<file path="src/rtl/pipeline_ctrl.sv">
// -----------------------------------------------------------------------------
// pipeline_ctrl
//
// Central controller for the five-stage core. It has three jobs:
//   * Priority-encode the per-stage stall requests into a contiguous
//     freeze vector for the pc register and the inter-stage registers.
//   * Sequence exception flushes: capture the handler address, pulse
//     `flush` for one cycle, then ignore further flush requests for a
//     short refill shadow while wrong-path bubbles drain.
//   * Keep saturating stall/flush statistics and a sticky watchdog that
//     trips when the front end stays frozen too long.
//
// Parameters
//   REFILL_CYCLES  cycles after a flush during which flush_req is ignored
//   TIMEOUT        consecutive stall[0] cycles that set stall_timeout
//   CNT_W          width of the statistics counters
//
// Ports
//   clk                in   clock, rising edge
//   rst                in   asynchronous active-high reset
//   stallreq_from_if   in   instruction bus wait
//   stallreq_from_id   in   load-use / operand hazard
//   stallreq_from_ex   in   multi-cycle op busy
//   stallreq_from_mem  in   data bus wait
//   flush_req          in   exception committed in mem stage
//   flush_pc   [31:0]  in   handler address accompanying flush_req
//   clr_stat           in   synchronous clear of statistics and watchdog
//   stall      [5:0]   out  bit0 pc .. bit5 wb, 1 = hold
//   flush              out  clear inter-stage registers, load new_pc
//   new_pc     [31:0]  out  fetch redirect address, valid with flush
//   stall_cnt          out  saturating count of cycles with stall[0]=1
//   flush_cnt          out  saturating count of flushes issued
//   stall_timeout      out  sticky watchdog flag
// -----------------------------------------------------------------------------
module pipeline_ctrl #(
    parameter int unsigned REFILL_CYCLES = 2,
    parameter int unsigned TIMEOUT       = 1024,
    parameter int unsigned CNT_W         = 32
) (
    input  logic             clk,
    input  logic             rst,
    input  logic             stallreq_from_if,
    input  logic             stallreq_from_id,
    input  logic             stallreq_from_ex,
    input  logic             stallreq_from_mem,
    input  logic             flush_req,
    input  logic [31:0]      flush_pc,
    input  logic             clr_stat,
    output logic [5:0]       stall,
    output logic             flush,
    output logic [31:0]      new_pc,
    output logic [CNT_W-1:0] stall_cnt,
    output logic [CNT_W-1:0] flush_cnt,
    output logic             stall_timeout
);

    typedef enum logic [1:0] {
        RUN    = 2'd0,
        FLUSH  = 2'd1,
        REFILL = 2'd2
    } state_t;

    localparam int unsigned    RW          = (REFILL_CYCLES < 2) ? 1 : $clog2(REFILL_CYCLES + 1);
    localparam logic [RW-1:0]  REFILL_INIT = RW'(REFILL_CYCLES);
    localparam logic [16:0]    TIMEOUT_W   = 17'(TIMEOUT);

    state_t           r_state;
    logic [RW-1:0]    r_refill;
    logic             r_flush;
    logic [31:0]      r_new_pc;
    logic [CNT_W-1:0] r_stall_cnt;
    logic [CNT_W-1:0] r_flush_cnt;
    logic [15:0]      r_consec;
    logic             r_timeout;

    logic [5:0]       w_stall_enc;
    logic             w_stall0;
    logic [16:0]      w_consec_next;

    // Each stage stalls everything upstream of it, so every encoding is a
    // contiguous run of ones from bit0; an if-only stall freezes pc and if
    // while if_id injects a bubble into id.
    // NOTE: every always_comb output gets a default first so no latch is inferred.
    always_comb begin
        w_stall_enc = 6'b000000;
        if (stallreq_from_mem)     w_stall_enc = 6'b011111;
        else if (stallreq_from_ex) w_stall_enc = 6'b001111;
        else if (stallreq_from_id) w_stall_enc = 6'b000111;
        else if (stallreq_from_if) w_stall_enc = 6'b000011;
    end

    // The flush cycle clears every register anyway, so holding any of them
    // would only fight the clear; reset is included so nothing is frozen
    // while the core is being initialised.
    assign stall    = (rst || r_flush) ? 6'b000000 : w_stall_enc;
    assign w_stall0 = stall[0];

    // -------------------------------------------------------------------------
    // Flush sequencer. r_flush is high exactly while the FSM sits in FLUSH,
    // so the output is registered and also drops asynchronously on reset.
    // -------------------------------------------------------------------------
    // NOTE: sequential state uses non-blocking assignments so every register
    // samples pre-edge values regardless of statement order.
    always_ff @(posedge clk or posedge rst) begin
        if (rst) begin
            r_state  <= RUN;
            r_refill <= '0;
            r_flush  <= 1'b0;
            r_new_pc <= 32'h0;
        end else begin
            case (r_state)
                RUN: begin
                    r_flush <= 1'b0;
                    if (flush_req) begin
                        r_new_pc <= flush_pc;
                        r_flush  <= 1'b1;
                        r_state  <= FLUSH;
                    end
                end
                FLUSH: begin
                    r_flush  <= 1'b0;
                    r_refill <= REFILL_INIT;
                    if (REFILL_CYCLES == 0) r_state <= RUN;
                    else                    r_state <= REFILL;
                end
                REFILL: begin
                    // Requests here come from bubbles or wrong-path stages
                    // and are dropped.
                    r_flush  <= 1'b0;
                    r_refill <= r_refill - RW'(1);
                    if (r_refill <= RW'(1)) r_state <= RUN;
                end
                default: begin
                    r_flush <= 1'b0;
                    r_state <= RUN;
                end
            endcase
        end
    end

    // -------------------------------------------------------------------------
    // Statistics and watchdog. clr_stat takes precedence over any increment
    // on the same edge.
    // -------------------------------------------------------------------------
    assign w_consec_next = {1'b0, r_consec} + 17'd1;

    always_ff @(posedge clk or posedge rst) begin
        if (rst) begin
            r_stall_cnt <= '0;
            r_flush_cnt <= '0;
            r_consec    <= 16'h0;
            r_timeout   <= 1'b0;
        end else if (clr_stat) begin
            r_stall_cnt <= '0;
            r_flush_cnt <= '0;
            r_consec    <= 16'h0;
            r_timeout   <= 1'b0;
        end else begin
            if (w_stall0 && (r_stall_cnt != {CNT_W{1'b1}}))
                r_stall_cnt <= r_stall_cnt + CNT_W'(1);
            // Counted on the edge that leaves FLUSH.
            if (r_flush && (r_flush_cnt != {CNT_W{1'b1}}))
                r_flush_cnt <= r_flush_cnt + CNT_W'(1);
            if (w_stall0) begin
                if (r_consec != 16'hFFFF) r_consec <= w_consec_next[15:0];
                // Compare the post-increment value so the flag rises on the
                // same edge the run length reaches TIMEOUT.
                if (w_consec_next >= TIMEOUT_W) r_timeout <= 1'b1;
            end else begin
                r_consec <= 16'h0;
            end
        end
    end

    assign flush         = r_flush;
    assign new_pc        = r_new_pc;
    assign stall_cnt     = r_stall_cnt;
    assign flush_cnt     = r_flush_cnt;
    assign stall_timeout = r_timeout;

endmodule

</file>
<file path="config.mk">
export PLATFORM = sky130hd
export DESIGN_NAME = pipeline_ctrl
export DESIGN_NICKNAME = d
export VERILOG_FILES = /design/src/rtl/pipeline_ctrl.sv
export SDC_FILE = /design/constraint.sdc
export NUM_CORES = 1
export LEC_CHECK = 0
export ABC_AREA = 1
export BUFFER_PORTS_ARGS = -buffer_cell sky130_fd_sc_hd__buf_4
export CORE_MARGIN = 5
export CORE_UTILIZATION = 38
export CTS_BUF_LIST = sky130_fd_sc_hd__clkbuf_8
export CTS_CLUSTER_SIZE = 20
export DETAILED_ROUTE_END_ITERATION = 10
export GPL_ROUTABILITY_DRIVEN = 0
export GPL_TIMING_DRIVEN = 0
export SLEW_MARGIN = 10
export SYNTH_ARGS = -nofsm -noshare
export SYNTH_HDL_FRONTEND = slang
export SYNTH_SLANG_ARGS = --single-unit
</file>
<file path="constraint.sdc">
create_clock -name clk -period 4.31 [get_ports clk]
set_input_delay 0 -clock clk [delete_from_list [all_inputs] [get_ports clk]]
set_output_delay 0 -clock clk [all_outputs]
set_load 0.01 [all_outputs]
</file>
* Word level (Yosys, flattened, before mapping)
Cells that the tools add are included.
Storage, ports and cells: flip-flop bits (word level) 118, latch bits 0, memory bits (writable) 0, ROM bits 0, output and inout port bits 104, logic and storage cells 55, memories kept 0
Operators by class: $add $sub $neg 4, multiply operators 0, div/mod/pow operators 0, magnitude comparators 2, equal/unequal tests 8, shift operators 0, multiplexer cells 21, bitwise logic cells 0, reduce and logical (&&, ||, !) cells 12
Operator list (count):
- $mux 32 | 4
- $add 32x1->32 const B | 2
- $ne 32x32->1 const B | 2
- $mux 16 | 3
- $add 16x1->17 const B | 1
- $ge 17x11->1 const B | 1
- $ne 16x16->1 const B | 1
- $reduce_bool 2->1 | 5
- $mux 2 | 3
- $mux 6 | 1
- $pmux 2 s3 | 1
- $reduce_and 2->1 | 3
- $mux 1 | 5
- $mux 5 | 1
- $mux 4 | 1
- $ne 2x2->1 const B | 2
- $pmux 2 s2 | 1
- $mux 3 | 1
- $ne 3x2->1 const B | 1
- $eq 2x1->1 const B | 1
- $eq 2x2->1 const B | 1
- $le 2x1->1 const B | 1
- $logic_and 1x1->1 | 2
- $logic_not 2->1 | 1
- 2 further kinds | 2

* Logic depth before layout (Yosys ltp)
depth in word-level cells 8, depth in mapped cells 12, depth with buffers taken out 11

* Least setup slack after synthesis
Ideal clock, no wire load.
path kind register -> register, start reg r_flush_cnt[0] (netlist: flush_cnt[0]), end reg r_flush_cnt[17] (netlist: flush_cnt[17]), library setup time 0.126 ns, arrival time 1.668 ns, slack 2.516 ns, stages on the path, launching flop included 12, buffers on the path 1, clock period less this slack 1.794 ns, cells stage by stage dfrtp_1 > ha_1 > nand2_1 > nor2_4 > nand2_2 > nor2_4 > nand2_1 > nand2_1 > nand2_1 > clkinv_2 > buf_6 > o21ai_0
Between the ends: cells in the longest elaborated chain, start to end 3, elaborated cells on any way between the ends 6, those cells by class add/sub: 1; eq/ne: 1; mux: 2; reduce/logical: 2
RTL lines:
- start, declared | line 72 | logic [CNT_W-1:0] r_flush_cnt;
- start signal, assigned | line 163 | r_flush_cnt <= r_flush_cnt + CNT_W'(1);
- $add 32x1->32 / $ne 32x32->1 (equally long branches) | line 163, 162
- $mux 32 / $logic_and 1x1->1 (equally long branches) | line 162 | if (r_flush && (r_flush_cnt != {CNT_W{1'b1}}))
- $mux 32 / $reduce_bool 2->1 (equally long branches)
Several ways; a longest one is shown, not always the timed one. The select of a mux whose other input is x is not followed. A chain may end at the register's enable or synchronous reset.

* Final worst setup path
start reg r_flush_cnt[0] (netlist: flush_cnt[0]), end reg r_flush_cnt[14] (netlist: flush_cnt[14])
Same word-level chain as after synthesis.

==> results.toml <==
[setup_path]
critPathArrivalTime_ps = 2580
cp-end-kind = "flip-flop"
worst-path-max-fanout = 7
r2r_slack_ps = 2060
critPathLaunchType = "flip-flop"
critPathKind = "reg -> reg"
required_ps = 4640

[clocking]
post_cts_resized = 0
cts_buffers = 17
clk_latency_ps = 450
path_clk_slew_ps = 90
cts_tree = "done"
cts-root-buf = "clkbuf_8"
h-tree-depth = 4
cts_buffer_depth = 2
clock-sinks = 118

[floorplan]
start_util = 0.389
die_h_um = 146
ios = 144
core_area_mm2 = 0.0181
die_w_um = 146
dieArea_mm2 = 0.0214
rows = 49

[layout]
fillers = 1826
area_growth_pct = 30.1
post-route-util = 0.507
drive_above_1_share = 0.205
final_cell_mix = "362 x nand2_1, 143 x buf_4, 122 x nor2_1"
nNetsFinal = 1237
layout_commonest_cell = "nand2_1"

[timing]
worst_pin_slew_ps = 656
tns_ps = 0
clock-skew-final_ps = 13.9
relSlewSlack = 0.562
fmax_mhz = 445
hold_viol = 0
fin_crit_ps = 2250
drv_slew = 0
setup_viol = 0
fin_ws_ps = 2060
finalCritPeriodShare = 0.521
rsz0062_at_grt = "no"
whs_ps = 142

[yosys]
synth-edff-count = 0
synth_ff_type = "dfrtp_1"
synth_area_leader_cell = "dfrtp_1"
syn_area_per_cell_um2 = 7.13
yosysTopAreaCellShare = 0.418
synth_cell_types = 40
synth-adder-area-share = 0.0142
synth_simple_gate_area_frac = 0.391
synth-xor-area-share = 0.0384
ys_async_sr_fraction = 1.00
syn_area_mm2 = 0.00707
synth_top_family_by_area = "simple AND/OR/NAND/NOR gates"
synth-compound-area-share = 0.0611
synth.area.mux_share = 0
yosysWarnings = 0
synthesis.nets = 1039
synth_seq_cells = 118
ys_seq_area_frac = 0.418
synth_cells = 991
yosys-top-cells-area = "dfrtp_1 42%, nand2_1 19%, nor2_1 6.5%"

[run]
drv_cap = 0

[place]
pre_cts_ws_ps = 2090
dp_hpwl_mm = 15.5
port-buffer-count = 141

[route]
first_pass_iters = 8
vias_per_cell = 4.79
met3_length_mm = 1.01
route.vias.total = 6855
wl_per_cell_um = 14.5
routed.top_layer = "met4"
drt-met1-wl_mm = 9.73
dr_wl_met2_mm = 9.69
wirelength_mm = 20.8
ant_nets = 0
drt-initial-drc-count = 455
drc = 0

[grt]
grt_max_degree = 73
grt_pass1_wl_mm = 34.3
antenna_found_initial = 1
grt-ovfl-total = 0
grt_pass1_vias = 6649
grt_use_total = 0.197

[hold_path]
worstHoldPathType = "in -> async"

[status]
outcome = "finished clean"

[pwr]
total_leakage_power_nw = 4.36
cellPowerDensity_mw_per_mm2 = 363
fin_total_pwr_mw = 3.34
vdd_ir_drop_max_uv = 256
synthesized netlist by cell type (3+ instances only):
library cell,instances
nand4_1,15
a21oi_1,5
inv_2,3
dfrtp_1,118
o21ai_1,13
o21ai_2,15
buf_2,5
nor3_1,25
nand3_1,83
nor2_1,122
xor2_1,21
nand2_1,362
o31ai_1,4
inv_1,88
nor2_2,6
nor2_4,4
clkbuf_1,11
xnor2_1,10
nand2_2,18
o21ai_0,27
buf_6,3
ha_1,8
area by class of cell:
cell class | instances | area, um2 | area share
antenna | 1 | 2.50 | 0.000272
multi-input combinational | 753 | 3570 | 0.388
tap | 229 | 287 | 0.0312
clock buffer | 18 | 248 | 0.0269
clock inverter | 14 | 128 | 0.0139
sequential | 118 | 2950 | 0.321
inverter | 94 | 374 | 0.0407
timing repair buffer | 179 | 1460 | 0.158
buffer | 26 | 178 | 0.0193
what timing repair did:
item                                    in CTS  in global routing
setup buffers                                0                  0
hold buffers                                37                  0
endpoints found under the setup margin       0                  0
hold endpoints to repair                    84                  0
sequential cells by signal (all words and copies together), names as in the netlist:
| register | flops |
|---|---|
| stall_timeout | 1 |
| flush_cnt | 32 |
| new_pc | 32 |
| flush | 1 |
| stall_cnt | 32 |
| r_state | 2 |
| r_refill | 2 |
| r_consec | 16 |
power breakdown:
part	internal (mW)	leakage (nW)	switching (mW)	total, mW
clock network	0.441	0.189	0.560	1.00
registers	1.28	1.59	0.112	1.39
logic	0.417	2.59	0.530	0.947
metrics by stage:
step                      instance area, um2  cells
after floorplan                         7070    991
after global placement                  8410   1361
after detailed placement                8440   1362
after CTS                               9190   1431
after global routing                    9190   1432
final                                   9190   1432
kinds of logic after synthesis:
kind of cell,after synthesis
buffers and inverters,120
adder cells (fa/ha/maj),8
other,1
AND/OR/NAND/NOR,644
flip-flops,118
AO/OA/AOI/OAI,69
XOR/XNOR,31
layer usage:
layer / track usage / up-vias
li1: - / 3520
met1: 0.263 / 3130
met2: 0.324 / 178
met3: 0.0449 / 27
met4: 0.0499 / 0
met5: 0 / -
critical path: stages, from the launching register on:
cell and delay [ps]:
dfrtp_1 530, ha_1 330, nand2_1 140, nor2_4 210, nand3_1 200, nor2_1 280
xor2_1 180, nor2_1 60, nand2_1 100, o21ai_0 80
worst paths after layout:
path                                 endpoint  cells past startpoint         start
worst max-delay path            flush_cnt[14]                      9  flush_cnt[0]
worst min-delay path               new_pc[20]                      3           rst
worst max register to register  flush_cnt[14]                      9  flush_cnt[0]
worst min register to register      new_pc[7]                      2     new_pc[7]
max in group asynchronous       stall_cnt[25]                      4           rst
min in group clk                 stall_cnt[7]                      4      clr_stat
Power figures use the tool's default switching activity.
